<file path="src/rtl/uart_arb_pkg.sv">
// Shared types and sizing helpers for the UART transmit arbiter.
package uart_arb_pkg;

  localparam int BYTE_W = 8;

  // Arbiter FSM: IDLE arbitrates, SEND waits for an accept, SETTLE masks TXRDY
  typedef enum logic [1:0] {
    IDLE   = 2'd0,
    SEND   = 2'd1,
    SETTLE = 2'd2
  } arb_state_e;

  // One counter width serves both the settle window and the stall timer
  function automatic int cnt_width(input int stall_timeout, input int settle_cyc);
    int mx;
    mx = (stall_timeout > settle_cyc) ? stall_timeout : settle_cyc;
    return (mx < 1) ? 1 : $clog2(mx + 1);
  endfunction

endpackage

</file>
<file path="src/rtl/rr_pick.sv">
// Combinational round-robin selector: first set request strictly after
// last_owner, wrapping around, so last_owner itself has lowest priority.
module rr_pick #(
  parameter int NREQ = 3,
  parameter int IW   = (NREQ > 1) ? $clog2(NREQ) : 1
) (
  input  logic [NREQ-1:0] req,
  input  logic [IW-1:0]   last_owner,
  output logic [NREQ-1:0] pick,
  output logic [IW-1:0]   pick_idx,
  output logic            any
);

  logic found;
  int   cand;

  // Walk the ring starting one past the previous owner
  always_comb begin
    pick     = '0;
    pick_idx = '0;
    found    = 1'b0;
    cand     = 0;
    any      = |req;
    for (int k = 1; k <= NREQ; k++) begin
      cand = (int'(last_owner) + k) % NREQ;
      if (!found && req[cand]) begin
        found    = 1'b1;
        pick_idx = IW'(cand);
      end
    end
    if (found) pick[pick_idx] = 1'b1;
  end

endmodule

</file>
<file path="src/rtl/uart_tx_arbiter.sv">
// Frame-atomic round-robin arbiter sharing one CoreUART-style transmitter
// among NREQ byte-stream requesters. A grant is held until a byte marked
// last has been written, or until the owner stalls past STALL_TIMEOUT.
module uart_tx_arbiter
  import uart_arb_pkg::*;
#(
  parameter int NREQ          = 3,
  parameter int SETTLE_CYC    = 2,
  parameter int STALL_TIMEOUT = 1024
) (
  input  logic                   CLK,
  input  logic                   RESET_N,
  input  logic [NREQ-1:0]        REQ_VALID,
  input  logic [BYTE_W*NREQ-1:0] REQ_DATA,
  input  logic [NREQ-1:0]        REQ_LAST,
  output logic [NREQ-1:0]        REQ_READY,
  output logic [NREQ-1:0]        GRANT,
  input  logic                   UART_TXRDY,
  output logic                   UART_WEN_N,
  output logic [BYTE_W-1:0]      UART_DATA,
  output logic                   BUSY,
  output logic                   TIMEOUT_ERR
);

  localparam int IW = $clog2(NREQ);
  localparam int CW = cnt_width(STALL_TIMEOUT, SETTLE_CYC);
  localparam logic [CW-1:0] SETTLE_LD = CW'(SETTLE_CYC);
  localparam logic [CW-1:0] STALL_LIM = CW'(STALL_TIMEOUT);
  localparam logic [CW-1:0] CNT_ONE   = CW'(1);

  // Lane view of the flat data bus: lane i is bits [8i+7:8i]
  logic [NREQ-1:0][BYTE_W-1:0] lane_data;
  assign lane_data = REQ_DATA;

  arb_state_e          state_q, state_d;
  logic [NREQ-1:0]     grant_q, grant_d;
  logic [IW-1:0]       own_q, own_d;      // index of current owner
  logic [IW-1:0]       last_q, last_d;    // round-robin pointer
  logic [CW-1:0]       settle_q, settle_d;
  logic [CW-1:0]       stall_q, stall_d;
  logic                lflag_q, lflag_d;  // last flag of byte in flight
  logic                wen_n_q, wen_n_d;
  logic [BYTE_W-1:0]   data_q, data_d;
  logic                tout_q, tout_d;

  logic [NREQ-1:0]     pick_oh;
  logic [IW-1:0]       pick_idx;
  logic                pick_any;

  logic                own_valid;
  logic                own_last;
  logic [BYTE_W-1:0]   own_data;
  logic                send_rdy;
  logic                accept;

  rr_pick #(
    .NREQ (NREQ),
    .IW   (IW)
  ) u_pick (
    .req        (REQ_VALID),
    .last_owner (last_q),
    .pick       (pick_oh),
    .pick_idx   (pick_idx),
    .any        (pick_any)
  );

  // Owner-side view of the request bus
  assign own_valid = REQ_VALID[own_q];
  assign own_last  = REQ_LAST[own_q];
  assign own_data  = lane_data[own_q];

  // Ready is combinational from TXRDY so an accept costs no extra cycle
  assign send_rdy  = (state_q == SEND) && UART_TXRDY;
  assign accept    = send_rdy && own_valid;
  assign REQ_READY = send_rdy ? grant_q : '0;

  // Next-state and registered-output logic
  always_comb begin
    state_d  = state_q;
    grant_d  = grant_q;
    own_d    = own_q;
    last_d   = last_q;
    settle_d = settle_q;
    stall_d  = stall_q;
    lflag_d  = lflag_q;
    wen_n_d  = 1'b1;
    data_d   = data_q;
    tout_d   = 1'b0;
    unique case (state_q)
      IDLE: begin
        if (pick_any) begin
          state_d = SEND;
          grant_d = pick_oh;
          own_d   = pick_idx;
          stall_d = '0;
        end
      end
      SEND: begin
        if (accept) begin
          wen_n_d  = 1'b0;
          data_d   = own_data;
          lflag_d  = own_last;
          settle_d = SETTLE_LD;
          stall_d  = '0;
          state_d  = SETTLE;
        end else if (!own_valid && (STALL_TIMEOUT != 0)) begin
          // Only an absent byte counts as a stall; TXRDY low is backpressure
          if (stall_q == STALL_LIM - CNT_ONE) begin
            tout_d  = 1'b1;
            grant_d = '0;
            last_d  = own_q;
            stall_d = '0;
            state_d = IDLE;
          end else begin
            stall_d = stall_q + CNT_ONE;
          end
        end
      end
      SETTLE: begin
        // TXRDY is not looked at here: the UART may not have dropped it yet
        if (settle_q <= CNT_ONE) begin
          settle_d = '0;
          if (lflag_q) begin
            state_d = IDLE;
            grant_d = '0;
            last_d  = own_q;
          end else begin
            state_d = SEND;
          end
        end else begin
          settle_d = settle_q - CNT_ONE;
        end
      end
      default: begin
        state_d = IDLE;
        grant_d = '0;
      end
    endcase
  end

  // State register; reset abandons any frame in flight
  always_ff @(posedge CLK or negedge RESET_N) begin
    if (!RESET_N) begin
      state_q  <= IDLE;
      grant_q  <= '0;
      own_q    <= '0;
      last_q   <= IW'(NREQ - 1);
      settle_q <= '0;
      stall_q  <= '0;
      lflag_q  <= 1'b0;
      wen_n_q  <= 1'b1;
      data_q   <= '0;
      tout_q   <= 1'b0;
    end else begin
      state_q  <= state_d;
      grant_q  <= grant_d;
      own_q    <= own_d;
      last_q   <= last_d;
      settle_q <= settle_d;
      stall_q  <= stall_d;
      lflag_q  <= lflag_d;
      wen_n_q  <= wen_n_d;
      data_q   <= data_d;
      tout_q   <= tout_d;
    end
  end

  assign GRANT       = grant_q;
  assign UART_WEN_N  = wen_n_q;
  assign UART_DATA   = data_q;
  assign BUSY        = (state_q != IDLE);
  assign TIMEOUT_ERR = tout_q;

endmodule

</file>
<file path="config.mk">
export PLATFORM = sky130hd
export DESIGN_NAME = uart_tx_arbiter
export DESIGN_NICKNAME = d
export VERILOG_FILES = /design/src/rtl/uart_arb_pkg.sv /design/src/rtl/rr_pick.sv /design/src/rtl/uart_tx_arbiter.sv
export SDC_FILE = /design/constraint.sdc
export NUM_CORES = 1
export LEC_CHECK = 0
export ABC_AREA = 1
export ABC_CLOCK_PERIOD_IN_PS = 3300
export BUFFER_PORTS_ARGS = -buffer_cell sky130_fd_sc_hd__buf_2
export CORE_ASPECT_RATIO = 1.25
export CORE_UTILIZATION = 45
export CTS_CLUSTER_SIZE = 24
export DETAILED_ROUTE_END_ITERATION = 8
export GPL_TIMING_DRIVEN = 0
export PLACE_DENSITY = 0.67
export SLEW_MARGIN = 20
export SYNTH_ARGS = -nofsm -noshare
export SYNTH_HDL_FRONTEND = slang
export SYNTH_SLANG_ARGS = --single-unit
</file>
<file path="constraint.sdc">
create_clock -name CLK -period 3.3 [get_ports CLK]
set_input_delay 0.66 -clock CLK [delete_from_list [all_inputs] [get_ports CLK]]
set_output_delay 0.66 -clock CLK [all_outputs]
set_load 0.005 [all_outputs]
</file>
# Word level (Yosys, flattened, before mapping)
# Index checks and enable logic that the tools add are counted.
dict set report classes {
  add_sub_neg 5
  div 3
  n_lt_le_gt_ge 7
  n_eq_ne 12
  muxes 59
  n_reduce_logical 19
}
# cell count
set op_table {}
lappend op_table {{$lt 32x4->1 const B} 3}
lappend op_table {{$mod 32x3->32 const B} 3}
lappend op_table {{$mux 11} 6}
lappend op_table {{$pmux 11 s2} 2}
lappend op_table {{$mux 2} 13}
lappend op_table {{$mux 3} 8}
lappend op_table {{$mux 1} 19}
lappend op_table {{$bmux 8 s2} 1}
lappend op_table {{$ne 2x2->1 const B} 6}
lappend op_table {{$reduce_and 6->1} 2}
lappend op_table {{$add 11x1->11 const B} 1}
lappend op_table {{$eq 11x10->1 const B} 1}
lappend op_table {{$le 11x1->1 const B} 1}
lappend op_table {{$sub 11x1->11 const B} 1}
lappend op_table {{$bmux 1 s2} 5}
lappend op_table {{$pmux 3 s3} 1}
lappend op_table {{$mux 8} 1}
lappend op_table {{$add 2x2->3 const B} 2}
lappend op_table {{$lt 2x3->1 const B} 2}
lappend op_table {{$pmux 2 s3} 1}
lappend op_table {{$reduce_and 2->1} 3}
lappend op_table {{$reduce_bool 2->1} 3}
lappend op_table {{$logic_and 1x1->1} 5}
lappend op_table {{$pmux 2 s2} 1}
lappend op_table {{13 further kinds} 14}
dict set report totals {
  ff_bits 42
  in_bits 33
  out_inout_bits 17
  word_cells 115
}

# Logic depth before layout (Yosys ltp)
# Gate-level depths: netlist of run 1.
dict set report logic_depth {
  ltp_word 19
  depth_mapped 11
  ltp_nobuf 11
}

# By module
# From an unflattened synthesis of run 1, not the netlist that was laid out.
dict set report hier_totals {
  cells_unflattened 388
  hier_area_um2 2740.1
}
# module n_inst cells_per_inst area_each_um2 seq_area_each_um2
set by_module_without_submodules {}
lappend by_module_without_submodules {uart_tx_arbiter 1 336 2462.4 1053.5}
lappend by_module_without_submodules {rr_pick 1 52 277.8 0.0}

# Least setup slack after synthesis of run 1
# No wires, ideal clock.
dict set report synth_timing {
  path_type {in2out}
  start {input UART_TXRDY}
  end {output REQ_READY[0]}
  arrival_time_ps 1165
  t_required_ps 2640
  slack_ps 1475
  cell_stages 4
  path_buffers 0
  path_cell_list {inv_1 -> nor3_4 -> inv_1 -> nor2_1}
}
dict set report synth_between {
  elab_chain_cells 2
}
# item line
set synth_rtl {}
lappend synth_rtl {{from (decl)} uart_tx_arbiter.sv:18} ;# input logic UART_TXRDY,
lappend synth_rtl {{$logic_and 1x1->1} uart_tx_arbiter.sv:73} ;# assign send_rdy = (state_q == SEND) && UART_TXRDY;
lappend synth_rtl {{$mux 3} uart_tx_arbiter.sv:75} ;# assign REQ_READY = send_rdy ? grant_q : '0;
lappend synth_rtl {{to (decl)} uart_tx_arbiter.sv:16} ;# output logic [NREQ-1:0] REQ_READY,
# Every way passes these cells.

# Worst setup path in the final report of run 1
dict set report layout_timing {
  start {register state_q[1]}
  end {output REQ_READY[0]}
}
dict set report layout_between {
  elab_chain_cells 3
}
# item line
set layout_rtl {}
lappend layout_rtl {{from (decl)} uart_tx_arbiter.sv:35} ;# arb_state_e state_q, state_d;
lappend layout_rtl {{from (signal assigned)} uart_tx_arbiter.sv:155} ;# state_q <= state_d;
lappend layout_rtl {{$eq 2x1->1} uart_tx_arbiter.sv:73}
lappend layout_rtl {{$logic_and 1x1->1} uart_tx_arbiter.sv:73}
lappend layout_rtl {{$mux 3} uart_tx_arbiter.sv:75}
# Every way passes these cells.

==> out/summary.md, run 1 <==
The first global-routing pass estimated 10100 um of wire. The final instance area is 3130 um2, and the fraction of final layout cells with drive strength greater than 1 is 22.8%. The floorplan step defined a core boundary enclosing 5820 um2.

The later pin in the worst-skew pair is clocked with a latency of 0.30 ns. For this design the static power due to leakage is 1.56 nW. Sorting the synthesized cells by how often they occur yields nand2_1 (71), nor2_1 (67), dfrtp_1 (40), inv_1 (40), nand3_1 (38). The clock sink total came out at 42. The worst pin sits at a relative slew slack of 37.9%. The fraction of synthesized area in multiplexers is 0%. The number of standard cells in the final layout excluding fillers was 492; the largest driver fanout on the critical path was 3. The transition time at the pin with the least slew margin was 0.931 ns.

The wire-length estimate of the detail-placed layout is 4340 um. In this run, synthesis produced a sequential element count of 42. The synthesized netlist devotes 1.94% of its cell area to XOR and XNOR gates. The path class of the tightest hold or removal check is input port to async pin. Power spread over the standard cell area amounts to 300 nW/um2.

Pin placement for this block handled 50 I/O pins. The logs give 36.3% for the clock network power share and 695 uW for the internal power. Ranked by total cell area, the synthesized netlist is headed by dfrtp_1 (37%), nand2_1 (9.8%), nor2_1 (9.3%), nand3_1 (7.0%), inv_1 (5.5%).

Routability-driven placement finished with a final weighted congestion of 0.813. Setup repair after global routing left no endpoint under its margin. The final cell utilization of the core was 53.8%; the complex-gate fraction of the synthesized area was 13.0%. For the floorplan die area, the log shows 6350 um2.

For the number of CTS-inserted buffers, the log shows 5. The count of cells along the worst register-to-register path is 9. The required time of the worst setup path is 2.64 ns, and the simple-gate area share of the yosys netlist is 33.4%. Between clock sinks in the finished design, the worst skew comes to 0.00886 ns. Registers are responsible for 55.3% of the overall power.

Global-route layer with the greatest usage: met2. The floorplan step set the die width to 71.5 um. Per report_power, the combinational group accounts for 8.4% of the total.

Synthesis produced a netlist whose cell count is 369. Post-route minimum period: 2.04 ns. Synthesized net count: 409. In the routed design, unresolved DRC markers number 0.

The analysis attributes to net switching a power of 244 uW. Dividing the synthesized area by the synthesized cell count gives 7.35 um2. The number of pins exceeding their max-slew limit in the final report is 0, and the post-cts resize count is 0. The clock tree synthesis step divided the H-tree into 2 levels. The hold violation count in the final report is 0, and the number of endpoints failing setup at the final stage is 0. The number of buffers between clock root and the deepest sink is 2. In this run the post-CTS setup repair buffer count came out at 0. The post-route fraction of the period consumed by the critical path was 62.0%. For this run, the detailed router's first-pass iteration total came to 4.

For this block, the routed nets add up to 5780 um of wire. Initial cell density of the core: 46.6%. STA puts the critical path data arrival time at 1.38 ns.

The number of synthesis warnings was 0; the number of synthesized flops with an enable pin was 0. Once placement completed, the tool counted placed cells totaling 484. The worst setup path is of the flop to primary output kind. STA classifies the critical path startpoint as a flop. In the synthesized netlist the async set-or-reset flop fraction comes to 100%. The total routing resource utilization after global routing is 19.8%, and the largest net degree at the start of global routing is 43. The final layout net count is 465. The fraction of the mapped netlist area in adder cells was 3.23%; the number of placement rows was 31. The leftover overflow at the end of global routing was 0. The post-synthesis to final-layout area growth works out to 15.4%. Most numerous cell in the Yosys netlist: nand2_1. The primary flip-flop cell chosen by synthesis mapping is dfrtp_1. The tools report the worst reg-to-reg setup slack as 1.47 ns. By area, the combinational part of the netlist is dominated by simple AND/OR/NAND/NOR gates. The number of global-route vias before repair was 2329; the total of buffers placed on input and output ports was 49. Timing would allow up to 0.489 GHz. Fill cells in the final layout number 554. The number of antenna diodes in the final layout is 0.

Setup total negative slack on the finished layout was measured at 0 ns. TritonCTS built the clock tree. For the mapped cell area, the log shows 2710 um2. The largest total area in the synthesized netlist belongs to dfrtp_1. The global routing met1 resource utilization came out at 25.3%. The tools report the total via count in the routed design as 2531. The met2 layer usage reported by global route was 34.3%; the switching power as a share of total power was 26.0%. The fraction of synthesized cell area taken by the top area cell type works out to 36.9%. The tools report the number of routed nets with antenna violations as 0.

The worst setup path is captured at a primary output. The initial antenna violation count came out at 0. The flow ran to the end, and the final reports show no timing, DRC or antenna violations. The vias per cell is 5.14. The average wire per cell in the routed design is 11.7 um. Sequential elements use 38.8% of the synthesized area.

Across the run, the number of max-cap violations was 0. The first routing iteration left 103 violations. The tree is rooted in a clkbuf_8. The maximum resistive drop on vdd is 0.147 mV, and the number of unique standard cell types used by synthesis is 37. The tools report the placed cell area as 3040 um2. In the global route stage, met3 resource usage came out at 2.85%. The clock-pin slew of the registers on the worst-case setup and hold paths works out to 0.09 ns. The height of the die works out to 88.8 um. For this design, the CTS-stage hold fixing added 0 buffers.
-- final timing paths --
path | from | to
hold / removal | RESET_N | stall_q[9]
setup / recovery | state_q[1] | REQ_READY[0]
max in group asynchronous | RESET_N | settle_q[7]
min in group CLK | last_q[1] | last_q[1]
setup reg to reg | last_q[1] | own_q[0]
hold reg to reg | last_q[1] | last_q[1]
-- cell families (layout without fill, tap and decap cells) --
kind of cell               after synthesis  in the layout
and+or+nand+nor                        201            201
AOI/OAI and AO/OA                       56             56
buffers and inverters                   57            114
DFF                                     42             42
xor gates and xnor gates                 6              6
adders and majority gates                7              7
-- layout by cell type, fill, tap and decap left out, types with 5 or more instances in the layout --
cell / synthesis / routed
ha_1: 7 / 7
inv_2: 6 / 6
nand3_1: 38 / 38
o21ai_0: 28 / 28
a31oi_2: 6 / 6
buf_2: 3 / 52
inv_1: 40 / 40
clkbuf_8: 0 / 5
dfrtp_1: 40 / 40
a31oi_1: 5 / 5
nor2_1: 67 / 67
nand2_1: 71 / 71
-- layout make-up --
class                   instances  area (um2)  area share [%]
inverters                      47         189            6.03
well taps                      66        82.6            2.64
repair buffers                 49         245            7.83
plain buffers                  10        71.3            2.28
flip-flops and latches         42        1050            33.6
clock buffers                   5        68.8            2.20
clock inverters                 3        21.3           0.679
multi-input cells             270        1400            44.7
-- registers in the layout (all words and copies together), names as in the netlist --
name / flops
UART_WEN_N: 1
GRANT: 3
own_q: 2
state_q: 2
TIMEOUT_ERR: 1
last_q: 2
lflag_q: 1
UART_DATA: 8
stall_q: 11
settle_q: 11
-- metrics by stage --
step	power [mW]	worst slack (ns)	hold WS, ns
2_1_floorplan	0.571	1.47	0.364
3_3_place_gp	0.609	1.26	0.474
3_5_place_dp	0.610	1.24	0.480
4_1_cts	0.952	1.22	0.502
5_1_grt	0.979	1.16	0.534
6_report	0.940	1.26	0.491
-- metal layers --
metal  vias up  part of all wire [%]  wire [um]
li1       1303                     -          -
met1      1155                    46       2650
met2        63                    49       2830
met3        10                   3.6        206
met4         0                   1.6         94
met5         -                     0          0
-- worst max-delay path: stages (launching register included) --
cell and delay (ns):
dfrtp_1 0.44, nor3_4 0.33, inv_1 0.12, nor2_1 0.10, buf_2 0.11
-- power by group through the flow --
stage / sequential [mW] / clock (mW) / combinational [mW]
after floorplan: 0.529 / 0 / 0.0418
after global placement: 0.529 / 0 / 0.0798
after detailed placement: 0.529 / 0 / 0.0804
after CTS: 0.519 / 0.352 / 0.0807
after global routing: 0.520 / 0.367 / 0.0927
final: 0.519 / 0.341 / 0.0791
Power figures use the tool's default switching activity.
==> run 2: changes to the inputs <==
--- a/config.mk
+++ b/config.mk
@@ -6,14 +6,14 @@
 export NUM_CORES = 1
 export LEC_CHECK = 0
 export ABC_AREA = 1
-export ABC_CLOCK_PERIOD_IN_PS = 3300
+export ABC_CLOCK_PERIOD_IN_PS = 1700
 export BUFFER_PORTS_ARGS = -buffer_cell sky130_fd_sc_hd__buf_2
 export CORE_ASPECT_RATIO = 1.25
 export CORE_UTILIZATION = 45
 export CTS_CLUSTER_SIZE = 24
 export DETAILED_ROUTE_END_ITERATION = 8
 export GPL_TIMING_DRIVEN = 0
-export PLACE_DENSITY = 0.67
+export PLACE_DENSITY = 0.69
 export SLEW_MARGIN = 20
 export SYNTH_ARGS = -nofsm -noshare
 export SYNTH_HDL_FRONTEND = slang
==> constraint.sdc (replaced) <==
create_clock -name CLK -period 1.7 [get_ports CLK]
set_input_delay 0.34 -clock CLK [delete_from_list [all_inputs] [get_ports CLK]]
set_output_delay 0.34 -clock CLK [all_outputs]
set_load 0.005 [all_outputs]
==> run 2 against run 1 <==
Compared with the run above: setup slack lost 1.2 ns; first-iteration DRC count down 24%; critical path depth increased by 6; sequential share of layout area fell by 1.2 points; register-to-register slack worse by 1.4 ns.
==> out/summary.md, run 2 (synthesized netlist as in run 1, its figures left out) <==
STA classifies the critical path endpoint as a flop. The area taken by multi-input logic gates came out at 1460 um2. The run gives 1050 um2 as the combined flip-flop and latch cell area. The post-route fraction of the period consumed by the critical path works out to 96.6%.

Transition time at the pin with the least slew margin: 0.410 ns. Aggregate negative setup slack: 0 ns. The flow ran to the end, and the final reports show no timing, DRC or antenna violations. In this run the critical register-to-register path is captured at GRANT[0].

In the final layout, the share of cells above drive strength 1 is 26.7%. In the routed design, unresolved DRC markers number 0. The top cell types in the final layout, fill and taps aside, are nand2_1 (70), nor2_1 (64), buf_2 (52).

The cell depth of the worst hold path is 3. Initial antenna violation count: 0. Startpoint type of the worst setup path: a flop. Across every metal layer, demand over resource in global routing totals 21.0%. After detailed routing, the number of vias per cell comes to 5.10.

The number of clock buffers added by TritonCTS is 5. The pre-antenna-repair detailed-routing pass consisted of 5 iterations. Launching point of the worst reg2reg path: last_q[1]. Final hold analysis gives a worst-case slack of 0.313 ns.

The number of endpoints failing setup at the final stage was 0. Between clock sinks in the finished design, the worst skew comes to 0.0160 ns. Post-synthesis to final-layout area growth: 19.5%.

The longest clock path from root to sink contains 2 buffers. In this run the tool buffered the top-level ports with 49 buffer cells. The clock period could shrink to 1.64 ns. The clock network latency to the later pin of the worst-skew pair was 0.30 ns. The first global-routing pass estimated 10500 um of wire. The clock tree synthesis step divided the H-tree into 2 levels. The filler cells instantiated in the layout total 553. For this block, the initial DRC count from the detailed router was 78. In this run, the combinational gates consume 8.8% of the power.

The startpoint of the lowest-slack hold path is REQ_DATA[21]. Entering global routing, the biggest net connects 43 pins. The final layout net count was 469. In this run the clock root is driven by a clkbuf_8. The setup path with the least slack is of type flop to flop. The switching power as a share of total power came out at 25.0%. Setup repair after global routing could not meet its margin everywhere.

Largest driver fanout on the critical path: 4. In this run the worst setup path begins at last_q[1]. The initial utilization of the core area, before any placement, comes to 46.6%. The worst min-delay path endpoint was UART_DATA[5]. The overall routed net length is 5990 um. For this design the ratio of total power to cell area is 573 nW/um2. The number of routed nets with antenna violations is 0, and the die span in x is 71.5 um.

The class of the most critical hold timing path was input port to flop. Most frequent standard cell in the layout excluding fill and tap cells: nand2_1. Register share of total power: 54.3%. TritonCTS built the clock tree. Count of cells along the worst register-to-register path: 10. The critical path arrival was 1.83 ns; the placeable core area was 5820 um2.

For this design, the sink count on the clock tree is 42. The logs give 0 for the number of antenna repair diodes and 0 for the hold violation count in the final report. The fmax came out at 0.609 GHz. In this run, the clock network consumes 36.9% of the power. In this run the power spent charging and discharging nets is 464 uW.

At the worst endpoint, the required time is 1.89 ns. The floorplan has 31 rows. The tools report the number of global-route vias before repair as 2468.

The tools report the final cell utilization of the core as 55.7%. In this run the vertical extent of the chip is 88.8 um. At the end of routability-driven placement, the weighted congestion stood at 0.793. Summing over every cut layer, the via total after detailed routing is 2529.

The internal power was 1.39 mW; the headroom to the max-slew limit was 72.6%. 50 I/O pins were placed. The worst reg-to-reg setup slack is 0.06 ns. The average wire per cell in the routed design works out to 12.1 um. In this run the static leakage power is 1.59 nW.

The total overflow left after global routing is 0. The number of pins exceeding their max-slew limit in the final report is 0. Total of max-cap violations: 0. Clock-pin slew was measured on the worst setup and hold paths at 0.08 ns. The maximum resistive drop on vdd is 0.243 mV, and the detailed placer's ending HPWL is 4500 um. For the floorplan die area, the log shows 6350 um2.
run 2: cell types whose count changed in the layout (fill, tap and decap cells not counted), moves of 3 or more:
cell and delta:
ha_1 -3, inv_1 -4, inv_2 +4, nor2_1 -3, o21ai_0 -9, o21ai_1 +7
run 2: area by class of cell:
class / count / area share [%]
buffer: 10 / 2.31
clock buffer: 6 / 2.55
clock inverter: 2 / 0.386
inverter: 47 / 5.83
multi-input combinational: 270 / 44.9
sequential: 42 / 32.5
tap: 66 / 2.55
timing repair buffer: 53 / 8.95
run 2: worst max path at each step:
stage | endpoint
floorplan | GRANT[1]
global placement | own_q[1]
detailed placement | GRANT[1]
CTS | own_q[1]
global route | GRANT[0]
finish | GRANT[0]
run 2: layer usage:
layer | global-route usage [%] | wire [um] | vias up
li1 | - | - | 1312
met1 | 25.0 | 2630 | 1154
met2 | 38.0 | 3060 | 54
met3 | 3.30 | 205 | 9
met4 | 8.38 | 92 | 0
met5 | 0 | 0 | -
run 2: what timing repair did:
item / in CTS / in global routing
pin swaps: 2 / 2
hold buffers: 0 / 1
hold endpoints to repair: 0 / 10
resized for setup: 3 / 24
buffers inserted: 2 / 0
setup endpoints to repair: 9 / 11
run 2: metrics by stage:
stage / area, um2 / setup slack [ns] / cells / total power [mW]
2_1_floorplan: 2710 / 0.0975 / 369 / 1.11
3_5_place_dp: 3040 / -0.146 / 484 / 1.18
3_3_place_gp: 3040 / -0.144 / 484 / 1.18
5_1_grt: 3240 / -0.0296 / 496 / 1.95
6_report: 3240 / 0.0573 / 496 / 1.86
4_1_cts: 3160 / 0.00269 / 494 / 1.87
run 2: power by group through the flow:
stage,sequential (mW),clock (mW),combinational [mW]
5_1_grt,1.01,0.751,0.189
6_report,1.01,0.686,0.164
2_1_floorplan,1.03,0,0.0812
4_1_cts,1.01,0.707,0.157
3_3_place_gp,1.03,0,0.153
3_5_place_dp,1.03,0,0.156
run 2: critical path, cell delays in order, from the launching register on:
cell,delay [ns]
dfstp_2,0.58
inv_1,0.07
ha_1,0.20
inv_2,0.07
nand3_1,0.09
nand2_2,0.11
nand3_2,0.11
nor2_2,0.14
nor2_1,0.06
nand3_1,0.07
nand2_1,0.05
